## config.mk

```make
export PLATFORM = sky130hd
export DESIGN_NAME = coef_stream_tx
export DESIGN_NICKNAME = d
export VERILOG_FILES = /design/src/rtl/coef_stream_tx.sv
export SDC_FILE = /design/constraint.sdc
export NUM_CORES = 2
export LEC_CHECK = 0
export CAP_MARGIN = 5
export CORE_UTILIZATION = 60
export CTS_CLUSTER_DIAMETER = 40
export DETAILED_ROUTE_END_ITERATION = 16
export MAX_ROUTING_LAYER = met4
export PLACE_DENSITY = 0.83
export SYNTH_ARGS = -nofsm -noshare
export SYNTH_HDL_FRONTEND = slang
export SYNTH_SLANG_ARGS = --single-unit
```

## constraint.sdc

```tcl
create_clock -name clk2 -period 6.55 [get_ports clk2]
set_input_delay 1.31 -clock clk2 [delete_from_list [all_inputs] [get_ports clk2]]
set_output_delay 1.31 -clock clk2 [all_outputs]
set_load 0.005 [all_outputs]
```

## src/rtl/coef_stream_tx.sv

```systemverilog
// coef_stream_tx: FIR coefficient-load transmitter.
// Holds a host-written bank of NTAP signed coefficients and, on start, plays
// a frame to the filter: RST_CYC cycles of alu_restn low, one dummy zero
// word, then bank[0..NTAP-1] back to back on b, accumulating a checksum.
module coef_stream_tx #(
  parameter int NTAP    = 64,
  parameter int DW      = 16,
  parameter int RST_CYC = 64,
  localparam int IW     = $clog2(NTAP),
  localparam int CW     = DW + IW
) (
  input  logic          clk2,
  input  logic          COEF_rest,
  input  logic          wr_en,
  input  logic [IW-1:0] wr_addr,
  input  logic [DW-1:0] wr_data,
  output logic          wr_err,
  input  logic          start,
  output logic          busy,
  output logic          alu_restn,
  output logic [DW-1:0] b,
  output logic          coef_loaded,
  output logic [CW-1:0] checksum
);

  typedef enum logic [2:0] {S_IDLE, S_RST, S_PRE, S_SEND, S_DONE} state_t;

  state_t        r_state;
  logic [7:0]    r_cnt;
  logic [IW-1:0] r_idx;
  logic [DW-1:0] r_bank [NTAP];

  logic [IW-1:0] w_rd_idx;
  logic [DW-1:0] w_rd_word;
  logic [CW-1:0] w_rd_ext;
  logic          w_last;

  // Word fetched for the next cycle: bank[0] when leaving PRE, else idx+1.
  always_comb begin
    w_rd_idx  = (r_state == S_PRE) ? '0 : r_idx + IW'(1);
    w_rd_word = r_bank[w_rd_idx];
    w_rd_ext  = {{IW{w_rd_word[DW-1]}}, w_rd_word};
    w_last    = (r_idx == IW'(NTAP - 1));
  end

  // Frame sequencer, coefficient bank and all registered outputs.
  always_ff @(posedge clk2) begin
    if (COEF_rest) begin
      r_state     <= S_IDLE;
      r_cnt       <= '0;
      r_idx       <= '0;
      for (int i = 0; i < NTAP; i++) r_bank[i] <= '0;
      b           <= '0;
      busy        <= 1'b0;
      alu_restn   <= 1'b0;
      coef_loaded <= 1'b0;
      checksum    <= '0;
      wr_err      <= 1'b0;
    end else begin
      // Busy writes are dropped; the error pulse lands one cycle later.
      wr_err <= wr_en && busy;
      case (r_state)
        S_IDLE, S_DONE: begin
          alu_restn <= 1'b1;
          b         <= '0;
          if (wr_en) begin
            r_bank[wr_addr] <= wr_data;
            coef_loaded     <= 1'b0;  // bank no longer matches last frame
          end
          if (start) begin
            r_state     <= S_RST;
            r_cnt       <= '0;
            checksum    <= '0;
            coef_loaded <= 1'b0;
            busy        <= 1'b1;
            alu_restn   <= 1'b0;
          end
        end
        S_RST: begin
          if (r_cnt == 8'(RST_CYC - 1)) begin
            r_state   <= S_PRE;
            alu_restn <= 1'b1;       // dummy word cycle, b stays 0
          end else begin
            r_cnt <= r_cnt + 8'd1;
          end
        end
        S_PRE: begin
          r_state  <= S_SEND;
          r_idx    <= '0;
          b        <= w_rd_word;
          checksum <= checksum + w_rd_ext;
        end
        S_SEND: begin
          if (w_last) begin
            r_state     <= S_DONE;
            b           <= '0;
            busy        <= 1'b0;
            coef_loaded <= 1'b1;
          end else begin
            r_idx    <= w_rd_idx;
            b        <= w_rd_word;
            checksum <= checksum + w_rd_ext;
          end
        end
        default: r_state <= S_IDLE;
      endcase
    end
  end

endmodule
```

==> summary.txt <==
post-synth top area share - 60.7%
FF+latch count, synth - 1083
main flop type after synthesis - edfxtp_1
list of most frequent post-synthesis cells - 1027 x and2_1, 1024 x edfxtp_1, 516 x nand2_1
unrepaired setup endpoints after global routing - no
Reg clk slew, reported paths - 0.06 ns
CP peak stage delay - 0.98 ns
asr flop ratio synth - 0%
status - completed
hold crit path type - reg2reg
placed cell area - 52400 sq um
global-route wire length before repair - 219000 microns
number of distinct library cells after synthesis - 64
most common cell in the netlist - and2_1
Leak - 21.1 nW
Slew @ Worst Pin - 1.24 ns
post-CTS setup buffers - 0
Via-to-Cell Ratio - 6.60
initial antenna violation count - 3
Critical Path RT - 7.20 ns
synthesized net count - 4414
critical path data arrival time - 6.88 ns
Max Slew Vio Count - 0
maxcap violations - 0
Buf/Inv on CP - 1
Final period util - 95.2%
clock buffer depth - 3
Nets - 4356
Slew HR - 17.2%
CTS tree - built
H-tree depth - 4
CP endpoint kind - flop
Area growth, synth to finish - 12.3%
Initial Util - 60.6%
Syn Area/Cell - 11.6 sq um
width of the die - 293 microns
WL/cell - 26.7 microns
DRT Wirelength - 148000 microns
Setup TNS - 0 ns
Post-Syn Area - 50700 sq um
PD cells - 278 nW/um^2
Worst setup SP type - flop
row cnt - 106
critical setup path kind - reg2reg
Final Instance Area - 56900 sq um
later-pin clock latency in the skew report - 0.76 ns
CP max-delay cell - a311oi_1
largest net degree at the start of global routing - 148
Detail Route Antenna Nets - 0
Setup violations, final - 0
Area contributors post-synth - edfxtp_1 61%, and2_1 13%, a221oi_1 4.2%
die height - 293 microns
DP HPWL - 87200 microns
fillers - 5667
gpl congestion - 1.04
Top delay family on crit path - compound AO/OA/AOI/OAI gates
CTS root buffer - clkbuf_16
share of layout cells above drive strength 1 - 10.8%
critical path's most frequent cell - nor2_1
grt ovf - 0
Initial DRC Count - 5796
Peak VDD IR - 0.263 mV
Top Ports - 68
cts-stage hold buffer count - 0
# port buffers - 67
number of CTS-inserted buffers - 135
1st-pass router iterations - 9
fin crit period - 6.24 ns
clk_skew - 0.0324 ns
post-CTS sizing - 0
synth warn - 0
fmax - 0.160 GHz
largest area contributor in the netlist - edfxtp_1
Post-synth EDFFs - 1024
Worst Path Max Fanout - 52
Mapped Cells - 4362
die area - 85600 sq um
worst path cell trace - ha_1 -> xor2_1 -> and2_4 -> buf_4 -> a221oi_1 -> a211o_1 -> a311oi_1 -> a2111oi_4 -> nor2_1 -> ha_1 -> nand3_1 -> nor2_1 -> a2bb2oi_1 -> a311oi_1 -> nor2_1 -> a21oi_1 -> nor3b_1 -> nor4bb_1 -> a221o_1
number of global-route vias before repair - 34908
DRC Markers - 0
Via Count - 36614
core area - 83700 sq um
global-route usage over all layers - 35.5%
# clock sinks - 1083
Seq/Total Area, Yosys - 63.0%
Final Hold Viols - 0
## flip-flops by register name, summed over array words and instances, names as in the netlist
register,cells
r_bank,1024
b,16
wr_err,1
r_cnt,8
alu_restn,1
busy,1
coef_loaded,1
checksum,22
r_idx,6
r_state,3
## logic make-up after synthesis
kind of cell / count (synthesis) / synth area share [%]
xor+xnor: 29 / 0.501
buf+inv: 430 / 3.42
compound gates: 616 / 9.35
mux: 21 / 0.425
fa+ha+maj: 26 / 0.657
simple gates: 2157 / 22.6
flops: 1083 / 63.0
## metrics by stage
stage               power, mW  cells  hold WS, ns  utilization (%)  setup slack, ns
finish                   15.8   5551        0.462             68.0            0.314
global route             16.2   5551        0.511             68.0           0.0143
CTS                      15.8   5549        0.463             68.0            0.589
detailed placement       8.52   5301        0.456             62.7            0.579
global placement         8.50   5301        0.445             62.7            0.730
floorplan                8.26   4362        0.445                -             1.70
## worst paths after layout
kind	start	endpoint	slack, ns	cells after the start
max	r_idx[1]	checksum[21]	0.31	19
min	coef_loaded	coef_loaded	0.46	2
max reg2reg	r_idx[1]	checksum[21]	0.31	19
min reg2reg	coef_loaded	coef_loaded	0.46	2
## power by group
| part | switching (mW) | internal (mW) |
|---|---|---|
| sequential | 0.0720 | 7.77 |
| combinational | 0.441 | 0.118 |
| clock | 3.06 | 4.37 |
| total | 3.58 | 12.3 |
## area by class of cell
type	count	area, sq um	area share, %
diodes	2	5.00	0.00879
clock buffers	161	3540	6.22
clock inverters	87	948	1.67
inverters	7	33.8	0.0593
multi-input cells	2849	17100	30.0
flip-flops and latches	1083	31900	56.1
well taps	1134	1420	2.49
repair buffers	228	1980	3.49
## worst min-delay path, stage by stage, from the launching register on
cell     delay [ns]
dfxtp_1        0.31
nand2_1        0.05
a21oi_1        0.05
## placed cells by master, fill, tap and decap left out, drive strengths merged, types with 4 or more instances in the layout
master and count:
a221o 6, a22oi 22, nand2 517, nand2b 6, a22o 20, and2 1028
clkbuf 161, mux2i 17, clkinvlp 13, buf 178, xor2 14, or2 66
nand3 259, ha 25, nand3b 6, edfxtp 1024, a31oi 63, inv 20
a221oi 245, mux2 4, nor2b 4, a21o 12, o21ai 16, a311oi 66
nor3 123, xnor2 15, clkdlybuf4s50 50, bufinv 11, and3 6, clkinv 50
a211oi 50, nor2 119, dfxtp 59, nor3b 6, a21oi 96
## layer usage
layer / global-route usage (%) / part of all wire [%]
met1: 45.3 / 36
met2: 52.7 / 45
met3: 9.21 / 14
met4: 18.2 / 5.6
met5: - / 0
(Power assumes the default switching activity.)
